$ cat config.mk
export PLATFORM = sky130hd
export DESIGN_NAME = phase_sequencer
export DESIGN_NICKNAME = d
export VERILOG_FILES = /design/src/rtl/phase_sequencer.sv
export SDC_FILE = /design/constraint.sdc
export NUM_CORES = 1
export LEC_CHECK = 0
export ABC_AREA = 1
export CAP_MARGIN = 20
export CELL_PAD_IN_SITES_DETAIL_PLACEMENT = 1
export CELL_PAD_IN_SITES_GLOBAL_PLACEMENT = 1
export CORE_MARGIN = 4
export CORE_UTILIZATION = 29
export DETAILED_ROUTE_END_ITERATION = 8
export PLACE_DENSITY_LB_ADDON = 0.1
export SETUP_SLACK_MARGIN = 0.3
export SKIP_LAST_GASP = 1
export SLEW_MARGIN = 20
export SYNTH_ARGS = -nofsm -noshare
export SYNTH_HDL_FRONTEND = slang
export SYNTH_SLANG_ARGS = --single-unit
$ cat constraint.sdc
create_clock -name clk -period 1.3 [get_ports clk]
set_input_delay 0.195 -clock clk [delete_from_list [all_inputs] [get_ports clk]]
set_output_delay 0.195 -clock clk [all_outputs]
set_load 0.02 [all_outputs]
$ cat src/rtl/phase_sequencer.sv
// -----------------------------------------------------------------------------
// phase_sequencer
//
// Steps a one-hot phase vector through NUM_PHASES phases per round. One
// operation runs a programmable number of rounds. Other features:
//   - restart on begin_op
//   - stall
//   - free-running rotation while idle
//   - self-repair of a corrupted (non one-hot) phase vector
// The wrap/done pulses drive the operand and accumulator control logic.
//
// Parameters
//   NUM_PHASES : phases per round (2..32)
//   ITER_W     : width of the round counter and of the iterations input
//   PH_W       : derived, width of phase_idx
//
// Ports
//   clk        in   single clock; all state updates on the rising edge
//   reset      in   synchronous, active-high
//   begin_op   in   start or restart an operation
//   iterations in   number of rounds, sampled only when begin_op is accepted
//   stall      in   hold all state for this edge
//   free_run   in   continuous rotation while no operation is in progress
//   state      out  one-hot phase vector (registered)
//   phase_idx  out  binary index of the set bit of state (combinational)
//   round      out  current 0-based round number (registered)
//   busy       out  operation in progress (registered)
//   wrap       out  pulse after each last-phase -> phase 0 step
//   done       out  pulse after the final phase of the final round
//   err        out  pulse after an illegal state was repaired
// -----------------------------------------------------------------------------
module phase_sequencer #(
  parameter  int NUM_PHASES = 4,
  parameter  int ITER_W     = 4,
  localparam int PH_W       = $clog2(NUM_PHASES)
) (
  input  logic                  clk,
  input  logic                  reset,
  input  logic                  begin_op,
  input  logic [ITER_W-1:0]     iterations,
  input  logic                  stall,
  input  logic                  free_run,
  output logic [NUM_PHASES-1:0] state,
  output logic [PH_W-1:0]       phase_idx,
  output logic [ITER_W-1:0]     round,
  output logic                  busy,
  output logic                  wrap,
  output logic                  done,
  output logic                  err
);

  typedef enum logic {
    MODE_IDLE = 1'b0,
    MODE_RUN  = 1'b1
  } mode_e;

  localparam logic [NUM_PHASES-1:0] PHASE0 = NUM_PHASES'(1);

  mode_e                 mode_q,   mode_d;
  logic [NUM_PHASES-1:0] state_q,  state_d;
  logic [ITER_W-1:0]     round_q,  round_d;
  logic [ITER_W-1:0]     target_q, target_d;
  logic                  wrap_q,   wrap_d;
  logic                  done_q,   done_d;
  logic                  err_q,    err_d;

  logic                  state_legal;
  logic [NUM_PHASES-1:0] state_rot;
  logic                  at_last_phase;
  logic                  at_last_round;

  // One-hot test: non-zero, and clearing the lowest set bit leaves nothing.
  assign state_legal   = (state_q != '0) &&
                         ((state_q & (state_q - NUM_PHASES'(1))) == '0);
  assign state_rot     = {state_q[NUM_PHASES-2:0], state_q[NUM_PHASES-1]};
  assign at_last_phase = state_q[NUM_PHASES-1];
  // Only consulted while running, where target is at least 1.
  assign at_last_round = (round_q == (target_q - ITER_W'(1)));

  // ---------------------------------------------------------------------------
  // State register
  // ---------------------------------------------------------------------------
  always_ff @(posedge clk) begin
    if (reset) begin
      mode_q   <= MODE_IDLE;
      state_q  <= PHASE0;
      round_q  <= '0;
      target_q <= '0;
      wrap_q   <= 1'b0;
      done_q   <= 1'b0;
      err_q    <= 1'b0;
    end else begin
      mode_q   <= mode_d;
      state_q  <= state_d;
      round_q  <= round_d;
      target_q <= target_d;
      wrap_q   <= wrap_d;
      done_q   <= done_d;
      err_q    <= err_d;
    end
  end

  // ---------------------------------------------------------------------------
  // Next-state logic.
  // Priority: repair > begin_op > stall > advance / free-run / idle.
  // ---------------------------------------------------------------------------
  always_comb begin
    mode_d   = mode_q;
    state_d  = state_q;
    round_d  = round_q;
    target_d = target_q;
    wrap_d   = 1'b0;
    done_d   = 1'b0;
    err_d    = 1'b0;

    if (!state_legal) begin
      // A corrupted phase vector aborts everything.
      // A simultaneous begin_op is dropped.
      state_d = PHASE0;
      round_d = '0;
      mode_d  = MODE_IDLE;
      err_d   = 1'b1;
    end else if (begin_op) begin
      // Abandons any operation in flight; no done for the old one.
      state_d  = PHASE0;
      round_d  = '0;
      target_d = iterations;
      if (iterations != '0) begin
        mode_d = MODE_RUN;
      end else begin
        mode_d = MODE_IDLE;
        done_d = 1'b1;
      end
    end else if (stall) begin
      // Everything holds; pulses stay low.
    end else if (mode_q == MODE_RUN) begin
      state_d = state_rot;
      if (at_last_phase) begin
        wrap_d = 1'b1;
        if (at_last_round) begin
          round_d = '0;
          mode_d  = MODE_IDLE;
          done_d  = 1'b1;
        end else begin
          round_d = round_q + ITER_W'(1);
        end
      end
    end else if (free_run) begin
      // Uncounted ring: round wraps naturally modulo 2^ITER_W.
      state_d = state_rot;
      if (at_last_phase) begin
        wrap_d  = 1'b1;
        round_d = round_q + ITER_W'(1);
      end
    end else begin
      // Idle without free-run parks at phase 0 / round 0.
      // This also recovers the position left behind when free_run drops.
      state_d = PHASE0;
      round_d = '0;
    end
  end

  // ---------------------------------------------------------------------------
  // Binary encode of the phase vector.
  // Because the vector is one-hot, OR-ing the indices of the set bits gives the
  // index directly. A corrupted vector reports 0.
  // ---------------------------------------------------------------------------
  always_comb begin
    phase_idx = '0;
    for (int i = 0; i < NUM_PHASES; i++) begin
      if (state_q[i]) begin
        phase_idx = phase_idx | PH_W'(i);
      end
    end
    if (!state_legal) begin
      phase_idx = '0;
    end
  end

  assign state = state_q;
  assign round = round_q;
  assign busy  = (mode_q == MODE_RUN);
  assign wrap  = wrap_q;
  assign done  = done_q;
  assign err   = err_q;

endmodule
==> summary.md <==
| Metric | Value |
|---|---|
| Status | `finished with violations` |
| Failing checks | `negative setup slack` |
| Hold Path End | `target_q[3]` |
| Post-synthesis compound-gate area fraction | `13.1%` |
| Clk Latency, worst-skew pair | `between 0.3 and 0.4 ns` |
| Fmax | `~640 MHz` |
| Critical path data required time | `around 1.1 ns` |
| Clock-pin slew on the worst setup and hold paths | `around 0.11 ns` |
| Initial Util | `31.4%` |
| Hold Path Class | `reg2reg` |
| XOR/XNOR Fraction of Synth Area | `between 1.5 and 2%` |
| CP Launch Type | `register` |
| Final count of hold timing violations | `0` |
| Post-synth cell types | `20` |
| Final setup vio count | `17` |
| Register bit total from synthesis | `16` |
| Worst-path fanout max | `4` |
| Minimum clock period | `about 1.6 ns` |
| GRT Total Usage | `between 10% and 20%` |
| Via/cell ratio | `approximately 4.8` |
| N_diodes | `0` |
| Mux contribution to synthesized area | `0%` |
| CTS root buf | `clkbuf_4` |
| Die area | `4040 µm²` |
| Seq/Total Area, Yosys | `a little over a third` |
| GRT overflow | `0` |
| Avg Cell Area, Syn | `6.53 µm²` |
| Rel. slew slack | `around four fifths` |
| Die width | `approximately 64 µm` |
| GP Congestion | `around 0.77` |
| CP Data Arrival Time | `~1.4 ns` |
| FF-to-FF Start | `state[3]` |
| Total CTS buffers | `3` |
| Synth Area in Adders | `about 2.8%` |
| First-pass GRT wire length | `between 4000 and 5000 µm` |
| Routed WL | `roughly 3200 µm` |
| Type of the worst setup path | `reg2out` |
| Ys Warns | `0` |
| Nets | `between 200 and 250` |
| Simple-gate share of the synthesized area | `between 30% and 40%` |
| TritonCTS clock tree | `done` |
| VDD IR max | `between 400 and 500 µV` |
| Tcrit/Tclk final | `120%` |
| Layout cells sized above 1 | `around 52%` |
| DR WL/cell | `approximately 14 µm` |
| Slew Limit Fails | `0` |
| Clk_skew | `~0.010 ns` |
| CP Capture Type | `output pin` |
| Port Buffer Count | `22` |
| Initial antenna violation count | `0` |
| Chip Height | `roughly 64 µm` |
| Post-DP HPWL | `roughly 2200 µm` |
| DRC viols | `0` |
| Vias in the first global route | `1108` |
| WHS Path Cells | `2` |
| Post-Syn Instances | `between 100 and 150` |
| Worst Tran Pin Value | `between 0.2 and 0.3 ns` |
| CTS max path bufs | `2` |
| Ports | `23` |
| Setup TNS | `-2.41 ns` |
| # clock sinks | `16` |
| Pwr Total | `~1400 µW` |
| Pleak | `~0.00074 µW` |
| Setup ws final | `-0.256 ns` |
| Core area | `2850 µm²` |
| Number of max-cap violations | `0` |
| Largest net degree at the start of global routing | `10` |
| Reg-to-Reg End | `state[2]` |
| FP Rows | `19` |
| Largest family of logic cells by synthesized area | `simple AND/OR/NAND/NOR gates` |
| Cell area power density | `852 nW/µm²` |
| Synth Cell Area | `895 µm²` |
| FF-to-FF setup slack | `-0.19 ns` |
| Hold-fix buffers at CTS | `0` |
| Iter 0 DRT Violations | `27` |
| R2R depth | `8` |
| Post-route ant nets | `0` |
| Syn-to-layout area delta | `82.2%` |
| Htree depth | `1` |
| Via count | `around 1100` |
| Post-Syn Nets | `approximately 150` |
| Min-delay src | `target_q[3]` |
| First-pass iteration count of the detailed router | `4` |
| RSZ-0062 raised after global routing | `yes` |
==> routing by layer <==
layer,vias to the layer above,routed length [µm],GRT usage (%)
met4,0,52,3.23
met5,-,0,0
met3,5,96,4.62
met1,519,1450,19.7
met2,17,1630,25.3
li1,558,-,-
==> through the flow <==
step	hold slack [ns]	instance area, µm²	instances	setup slack [ns]	util [%]
after floorplan	0.267	950	137	0.101	-
after global placement	0.463	1350	209	-0.297	47.4
after detailed placement	0.475	1350	209	-0.348	47.4
after CTS	0.492	1470	217	-0.206	51.6
after global routing	0.513	1630	228	-0.353	57.1
final	0.482	1630	228	-0.256	57.1
==> sequential cells by signal (all words and copies together) (netlist names) <==
signal / count
done: 1
err: 1
round: 4
target_q: 4
busy: 1
state: 4
wrap: 1
==> logic make-up after synthesis <==
group / after synthesis
AND/OR/NAND/NOR: 73
AO/OA/AOI/OAI: 22
buffers and inverters: 22
flip-flops: 16
XOR/XNOR: 2
adder cells (fa/ha/maj): 2
==> what timing repair did <==
action,in CTS,in global routing
endpoints found under the hold margin,0,0
gates resized for setup,101,21
pin swaps,6,3
endpoints found under the setup margin,30,29
setup buffers,4,11
gates cloned,0,0
==> cell usage in the layout (no fill, tap or decap), types with 3 or more instances in the layout <==
master	Yosys	final
a211oi_2	0	3
a21oi_1	11	9
inv_1	18	11
clkdlybuf4s50_1	0	8
nand3_1	5	5
dfxtp_1	16	4
o21ai_1	1	3
clkbuf_4	0	3
nor2_4	2	4
nor2_2	2	4
inv_2	3	8
dfxtp_2	0	5
buf_6	0	18
dfxtp_4	0	7
nand2_1	40	34
o21ai_2	0	5
nand2_2	1	6
nor2_1	15	11
buf_4	1	30
nand4_1	5	5
==> synthesized netlist by cell type, drive strengths merged <==
master,count,share of area [%]
nand2,41,17
inv,21,8.8
nor2,19,10
dfxtp,16,36
a21oi,11,6.2
o21ai,8,4.5
nand3,6,3.9
nand4,5,3.5
a211oi,3,2.5
ha,2,2.8
xor2,2,2.0
buf,1,0.84
nor3,1,0.56
or2,1,0.98
==> worst max-delay path: stages (launching register included) <==
cell     delay [ns]
dfxtp_4        0.38
nor2_1         0.15
nand3_1        0.11
nand2_2        0.13
inv_4          0.05
a21oi_4        0.11
buf_6          0.13
==> power breakdown <==
| part | total [µW] | switching, µW | leakage [µW] | internal (µW) |
|---|---|---|---|---|
| combinational | 510 | 260 | 0.000583 | 250 |
| clock | 350 | 179 | 0.0000210 | 171 |
| sequential | 529 | 21.5 | 0.000137 | 507 |
| total | 1390 | 461 | 0.000741 | 928 |
==> worst max-delay path by stage <==
| stage | cells past startpoint | slack [ns] | start | end |
|---|---|---|---|---|
| 6_report | 6 | -0.26 | state[3] | phase_idx[0] |
| 5_1_grt | 6 | -0.35 | state[3] | phase_idx[0] |
| 4_1_cts | 7 | -0.21 | state[3] | phase_idx[0] |
| 3_5_place_dp | 7 | -0.35 | state[2] | phase_idx[0] |
| 3_3_place_gp | 6 | -0.30 | state[1] | phase_idx[0] |
| 2_1_floorplan | 9 | 0.10 | target_q[0] | round[1] |
==> area by class of cell <==
class | count | area (µm²)
Inverter | 21 | 83.8
Sequential cell | 16 | 353
Multi-Input combinational cell | 99 | 606
Tap cell | 31 | 38.8
Fill cell | 359 | 1220
Timing Repair Buffer | 57 | 513
Clock buffer | 4 | 36.3
Note: power is estimated with default switching activity, not from simulation.
